[config.mk]
export PLATFORM = sky130hd
export DESIGN_NAME = mu0_run_ctrl_flat
export DESIGN_NICKNAME = d
export VERILOG_FILES = /design/src/rtl/mu0_host_if.sv /design/src/rtl/mu0_run_ctrl.sv /design/src/flat_wrapper.sv
export SDC_FILE = /design/constraint.sdc
export NUM_CORES = 1
export LEC_CHECK = 0
export ABC_AREA = 0
export ABC_CLOCK_PERIOD_IN_PS = 2650
export CAP_MARGIN = 20
export CORE_UTILIZATION = 41
export DETAILED_ROUTE_END_ITERATION = 12
export HOLD_SLACK_MARGIN = 0.03
export PLACE_DENSITY_LB_ADDON = 0.3
export SKIP_CTS_REPAIR_TIMING = 1
export SLEW_MARGIN = 30
export SYNTH_ARGS = -nofsm -noshare
export SYNTH_HDL_FRONTEND = slang
export SYNTH_SLANG_ARGS = --single-unit
[constraint.sdc]
create_clock -name clk -period 2.65 [get_ports clk]
set_input_delay 0.265 -clock clk [delete_from_list [all_inputs] [get_ports clk]]
set_output_delay 0.265 -clock clk [all_outputs]
set_load 0.02 [all_outputs]
[src/rtl/mu0_host_if.sv]
// Host debug memory-access port of the MU0 run controller.
// Handshake: the host raises host_req with host_we/host_addr/host_wdata stable and holds it
// until host_ack; host_ack is a one-cycle pulse (host_rdata valid with it) and the host drops
// host_req in that ack cycle. Requests are only served while the core is halted or stopped.
interface mu0_host_if #(
  parameter int ADDR_W = 12,
  parameter int DATA_W = 16
);
  logic              host_req;
  logic              host_we;
  logic [ADDR_W-1:0] host_addr;
  logic [DATA_W-1:0] host_wdata;
  logic              host_ack;
  logic [DATA_W-1:0] host_rdata;

  modport master (
    output host_req, host_we, host_addr, host_wdata,
    input  host_ack, host_rdata
  );

  modport slave (
    input  host_req, host_we, host_addr, host_wdata,
    output host_ack, host_rdata
  );
endinterface

[src/rtl/mu0_run_ctrl.sv]
// Run/debug controller for the MU0 core: gates the core clock enable for run/halt/step/
// breakpoint/STP-stop, lends the memory port to the host while halted, counts cycles and fetches.
module mu0_run_ctrl #(
  parameter int ADDR_W = 12,
  parameter int DATA_W = 16,
  parameter int CNT_W  = 32
) (
  input  logic              clk,
  input  logic              rst,
  input  logic              cmd_run,
  input  logic              cmd_step,
  input  logic              cmd_stop,
  input  logic              bp_en,
  input  logic [ADDR_W-1:0] bp_addr,
  output logic              cpu_en,
  input  logic              cpu_fetch,
  input  logic [ADDR_W-1:0] cpu_pc,
  input  logic [ADDR_W-1:0] cpu_addr,
  input  logic              cpu_rd,
  input  logic              cpu_wr,
  input  logic [DATA_W-1:0] cpu_dout,
  output logic [ADDR_W-1:0] mem_addr,
  output logic              mem_rd,
  output logic              mem_wr,
  output logic [DATA_W-1:0] mem_wdata,
  input  logic [DATA_W-1:0] mem_rdata,
  mu0_host_if.slave         host,
  output logic [1:0]        status,
  output logic [CNT_W-1:0]  cycle_count,
  output logic [CNT_W-1:0]  instr_count
);

  typedef enum logic [1:0] {
    S_HALT    = 2'd0,
    S_RUN     = 2'd1,
    S_STEP    = 2'd2,
    S_STOPPED = 2'd3
  } state_t;

  state_t            r_state;
  state_t            w_next;
  logic              r_skip_bp;
  logic              r_stop_pend;
  logic              r_host_ack;
  logic [DATA_W-1:0] r_host_rdata;
  logic [CNT_W-1:0]  r_cycle_cnt;
  logic [CNT_W-1:0]  r_instr_cnt;

  logic w_cpu_en;
  logic w_bp_hit;
  logic w_stp_fetch;
  logic w_host_grant;
  logic w_halted;

  assign w_bp_hit     = bp_en & cpu_fetch & (cpu_pc == bp_addr) & ~r_skip_bp;
  assign w_stp_fetch  = cpu_fetch & (mem_rdata[DATA_W-1 -: 4] == 4'h7);
  assign w_halted     = (r_state == S_HALT) || (r_state == S_STOPPED);
  // r_host_ack masks the ack cycle so a late-dropped request is not served twice.
  assign w_host_grant = w_halted & host.host_req & ~r_host_ack;

  // Enable is kept apart from next-state so it never depends on memory read data.
  always_comb begin
    w_cpu_en = 1'b0;
    case (r_state)
      S_RUN:   w_cpu_en = ~w_bp_hit & ~(r_stop_pend & cpu_fetch);
      S_STEP:  w_cpu_en = 1'b1;
      default: w_cpu_en = 1'b0;
    endcase
  end

  always_comb begin
    w_next = r_state;
    case (r_state)
      S_HALT: begin
        if (cmd_run)       w_next = S_RUN;
        else if (cmd_step) w_next = S_STEP;
      end
      S_RUN: begin
        if (!w_cpu_en)        w_next = S_HALT;
        else if (w_stp_fetch) w_next = S_STOPPED;
      end
      S_STEP: begin
        // MU0 alternates fetch/execute, so an enabled execute always ends the step.
        if (w_stp_fetch)     w_next = S_STOPPED;
        else if (!cpu_fetch) w_next = S_HALT;
      end
      S_STOPPED: w_next = S_STOPPED;
      default:   w_next = S_HALT;
    endcase
  end

  always_comb begin
    mem_addr  = cpu_addr;
    mem_wdata = cpu_dout;
    mem_rd    = 1'b0;
    mem_wr    = 1'b0;
    if (w_cpu_en) begin
      mem_rd = cpu_rd;
      mem_wr = cpu_wr;
    end else if (w_host_grant) begin
      mem_addr  = host.host_addr;
      mem_wdata = host.host_wdata;
      mem_rd    = ~host.host_we;
      mem_wr    = host.host_we;
    end
  end

  always_ff @(posedge clk or posedge rst) begin
    if (rst) begin
      r_state      <= S_HALT;
      r_skip_bp    <= 1'b0;
      r_stop_pend  <= 1'b0;
      r_host_ack   <= 1'b0;
      r_host_rdata <= '0;
      r_cycle_cnt  <= '0;
      r_instr_cnt  <= '0;
    end else begin
      r_state     <= w_next;
      r_stop_pend <= (r_state == S_RUN) && (w_next == S_RUN) && (r_stop_pend || cmd_stop);
      if (r_state == S_HALT && cmd_run)
        r_skip_bp <= 1'b1;
      else if (w_cpu_en && cpu_fetch)
        r_skip_bp <= 1'b0;
      r_host_ack <= w_host_grant;
      if (w_host_grant && !host.host_we)
        r_host_rdata <= mem_rdata;
      if (w_cpu_en) begin
        r_cycle_cnt <= r_cycle_cnt + CNT_W'(1);
        if (cpu_fetch)
          r_instr_cnt <= r_instr_cnt + CNT_W'(1);
      end
    end
  end

  assign cpu_en          = w_cpu_en;
  assign status          = r_state;
  assign host.host_ack   = r_host_ack;
  assign host.host_rdata = r_host_rdata;
  assign cycle_count     = r_cycle_cnt;
  assign instr_count     = r_instr_cnt;

endmodule
[src/flat_wrapper.sv]
// flat-port wrapper written by rule: the top's interface ports become plain ports
module mu0_run_ctrl_flat 
#(
  parameter int ADDR_W = 12,
  parameter int DATA_W = 16,
  parameter int CNT_W  = 32
)
  (clk, rst, cmd_run, cmd_step, cmd_stop, bp_en, bp_addr, cpu_en, cpu_fetch, cpu_pc, cpu_addr, cpu_rd, cpu_wr, cpu_dout, mem_addr, mem_rd, mem_wr, mem_wdata, mem_rdata, status, cycle_count, instr_count, host_host_req, host_host_we, host_host_addr, host_host_wdata, host_host_ack, host_host_rdata);
  mu0_host_if #(.ADDR_W(ADDR_W), .DATA_W(DATA_W)) host_i ();
  input  logic clk;
  input  logic rst;
  input  logic cmd_run;
  input  logic cmd_step;
  input  logic cmd_stop;
  input  logic bp_en;
  input  logic [ADDR_W-1:0] bp_addr;
  output logic cpu_en;
  input  logic cpu_fetch;
  input  logic [ADDR_W-1:0] cpu_pc;
  input  logic [ADDR_W-1:0] cpu_addr;
  input  logic cpu_rd;
  input  logic cpu_wr;
  input  logic [DATA_W-1:0] cpu_dout;
  output logic [ADDR_W-1:0] mem_addr;
  output logic mem_rd;
  output logic mem_wr;
  output logic [DATA_W-1:0] mem_wdata;
  input  logic [DATA_W-1:0] mem_rdata;
  output logic [1:0] status;
  output logic [CNT_W-1:0] cycle_count;
  output logic [CNT_W-1:0] instr_count;
  input wire logic [$bits(host_i.host_req)-1:0] host_host_req;
  input wire logic [$bits(host_i.host_we)-1:0] host_host_we;
  input wire logic [$bits(host_i.host_addr)-1:0] host_host_addr;
  input wire logic [$bits(host_i.host_wdata)-1:0] host_host_wdata;
  output wire logic [$bits(host_i.host_ack)-1:0] host_host_ack;
  output wire logic [$bits(host_i.host_rdata)-1:0] host_host_rdata;
  assign host_i.host_req = host_host_req;
  assign host_i.host_we = host_host_we;
  assign host_i.host_addr = host_host_addr;
  assign host_i.host_wdata = host_host_wdata;
  assign host_host_ack = host_i.host_ack;
  assign host_host_rdata = host_i.host_rdata;
  mu0_run_ctrl #(.ADDR_W(ADDR_W), .DATA_W(DATA_W), .CNT_W(CNT_W)) u_core (.clk(clk), .rst(rst), .cmd_run(cmd_run), .cmd_step(cmd_step), .cmd_stop(cmd_stop), .bp_en(bp_en), .bp_addr(bp_addr), .cpu_en(cpu_en), .cpu_fetch(cpu_fetch), .cpu_pc(cpu_pc), .cpu_addr(cpu_addr), .cpu_rd(cpu_rd), .cpu_wr(cpu_wr), .cpu_dout(cpu_dout), .mem_addr(mem_addr), .mem_rd(mem_rd), .mem_wr(mem_wr), .mem_wdata(mem_wdata), .mem_rdata(mem_rdata), .host(host_i), .status(status), .cycle_count(cycle_count), .instr_count(instr_count));
endmodule
==> run summary <==
Period utilization - 0.954
Vias in the first global route - 4528
DR WL/cell - 18.6 um
Core ar. - 0.0109 mm2
Clock power share - 0.159
First-pass GRT wire length - 23800 um
DIE AREA - 0.0116 mm2
Via count - 4365
Synth area leaders - dfrtp_1, mux2_2, xnor2_1
Final Worst Setup Slack - 0.123 ns
Ant diodes - 0
CTS clk-pin slew, worst paths - 0.10 ns
Yosys top cell by area - dfrtp_1
Syn_nets - 540
Hpwl dp - 11300 um
Congestion Overflow GR - 0
Final Max Tran Viols - 0
Largest net degree at the start of global routing - 40
CP Capture Type - output port
Yosys reg bits - 85
Post-route design area - 0.00739 mm2
Sequential power share - 0.311
Synth top cells by count - dfrtp_1, xnor2_1, mux2_2
Leakage power total - 3.31 nW
Port Buffers - 220
GPL Wtd Cong - 0.923
Internal power - 3.37 mW
Hold Path Class - in2async
Post-synth ARST share - 1.00
Placed cell area - 0.00707 mm2
Skew final - 0.0122 ns
Synthesized cell area - 0.00459 mm2
CTS Buffer Depth - 2
Sequential area share after synthesis - 0.463
PwrDens - 753 mW/mm2
Arrival time at the worst endpoint - 2.26 ns
CTS buffer count - 9
DRT iter0 DRCs - 252
CTS tree - done
Die Y - 108 um
Worst-Margin Slew - 0.697 ns
Reg2Reg Setup Slack - 0.39 ns
Worst reg2reg path depth - 8
Fin nets - 774
Net Switching - 2.19 mW
Cells after Synth - 426
Outcome - finished, final reports clean
Avg Cell Area, Syn - 10.8 um2
Critical path peak fanout - 13
Unrepaired setup endpoints after global routing - no
Synth warn - 0
Worst Setup Start Kind - register
Clock Sinks - 85
TritonRoute pass-1 iters - 7
Final min period - 2.53 ns
Pre-CTS WS - -0.0862 ns
Antenna violations before repair - 0
Reg2reg start - u_core.status[1]
Initial Util - 0.422
Row count - 38
Post-DRT Antenna Nets - 0
Max cap viols - 0
Post-synth EDFFs - 0
Normalized max-slew margin - 0.531
Required time worst endpoint - 2.38 ns
Critical path class - reg2out
Htree depth - 3
Root buffer cell - clkbuf_8
Post-route DRC - 0
Routed WL - 15000 um
Number of distinct library cells after synthesis - 43
Peak supply drop - 0.600 mV
Ports - 221
Reg2reg end - u_core.host.host_rdata[14]
Endpoints failing setup - 0
Synth top area share - 0.463
Switching Fraction - 0.394
Total GRT Usage - 0.267
Prevailing post-synth register cell - dfrtp_1
Final hold vios - 0
Most common cell in the netlist - dfrtp_1
Area Overhead vs Synth - 60.9%
Clock latency on the worst-skew pair - 0.36 ns
Comb pwr share - 0.529
Achievable Freq - 396 MHz
Die span in x - 108 um
Vias per Instance - 5.42
Share of cells above drive strength 1 - 0.141
## state kept, by name, indices dropped and copies added, names as in the netlist
register and flops:
u_core.host.host_ack 1, u_core.cycle_count 32, u_core.host.host_rdata 16, u_core.status 2
u_core.instr_count 32, u_core.r_stop_pend 1, u_core.r_skip_bp 1
## layout make-up
class                           instances  area [um2]
Clock buffer                           10         138
Sequential cell                        85        2130
Multi-Input combinational cell        313        2380
Clock inverter                          6        46.3
Inverter                                9        35.0
Tap cell                              140         175
Timing Repair Buffer                  242        2490
Fill cell                             851        3500
## cells by family after synthesis
| logic type | Yosys count | synth area share |
|---|---|---|
| DFF | 85 | 0.463 |
| AOI/OAI and AO/OA | 18 | 0.0273 |
| muxes | 46 | 0.113 |
| adders and majority gates | 7 | 0.0191 |
| xor gates and xnor gates | 74 | 0.141 |
| and+or+nand+nor | 168 | 0.211 |
| buffers and inverters | 28 | 0.0251 |
## metrics by stage
stage / hold WS (ns) / cells / TNS [ns] / power, mW / utilization
final: 0.250 / 805 / 0 / 5.56 / 0.679
after global routing: 0.309 / 805 / 0 / 5.86 / 0.679
after CTS: 0.263 / 803 / -7.20 / 5.52 / 0.667
after detailed placement: 0.480 / 787 / -0.135 / 4.61 / 0.650
after global placement: 0.459 / 787 / -0.0459 / 4.56 / 0.650
after floorplan: 0.382 / 426 / 0 / 3.20 / -
## layout by cell type, fill, tap and decap left out, drive strengths merged, types with 2 or more instances in the layout
master,count
clkdlybuf4s50,189
dfrtp,85
xnor2,46
mux2,46
nand3,33
dlymetal6s2s,31
nand4,30
xor2,28
nand2,21
buf,21
and3,17
nor3,14
nor2,14
nor4,12
and4,11
clkbuf,11
inv,10
ha,7
and2,5
or4,4
a21oi,3
a21o,3
clkinv,3
nand4b,2
a31oi,2
clkinvlp,2
o21ai,2
## power groups by stage
stage               registers (mW)  logic [mW]  clock network [mW]
floorplan                     2.00        1.20                   0
global placement              1.74        2.83                   0
detailed placement            1.75        2.86                   0
CTS                           1.73        2.88               0.903
global route                  1.76        3.14               0.960
finish                        1.73        2.94               0.887
## worst max-delay path by stage
stage | depth (start not counted) | start | to | slack (ns)
5_1_grt | 7 | u_core.status[1] | mem_addr[9] | 0.02
4_1_cts | 8 | u_core.status[0] | mem_wr | -0.35
6_report | 7 | u_core.status[1] | mem_addr[9] | 0.12
3_3_place_gp | 8 | cpu_pc[7] | mem_wr | -0.05
3_5_place_dp | 8 | bp_addr[2] | mem_wr | -0.09
2_1_floorplan | 8 | u_core.status[0] | mem_wr | 0.14
## critical path: stages (launching register included)
cell and delay [ns]:
dfrtp_1 0.41, inv_2 0.10, ha_4 0.21, nor3b_4 0.26, buf_4 0.19, clkbuf_16 0.17, mux2_2 0.34, dlymetal6s2s_1 0.22
## metal layers
| metal | up-vias | part of all wire | track usage |
|---|---|---|---|
| li1 | 2019 | - | - |
| met1 | 2153 | 0.42 | 0.333 |
| met3 | 21 | 0.079 | 0.0914 |
| met4 | 0 | 0.012 | 0.0675 |
| met5 | - | 0 | 0 |
| met2 | 172 | 0.49 | 0.439 |
(Power assumes the default switching activity.)
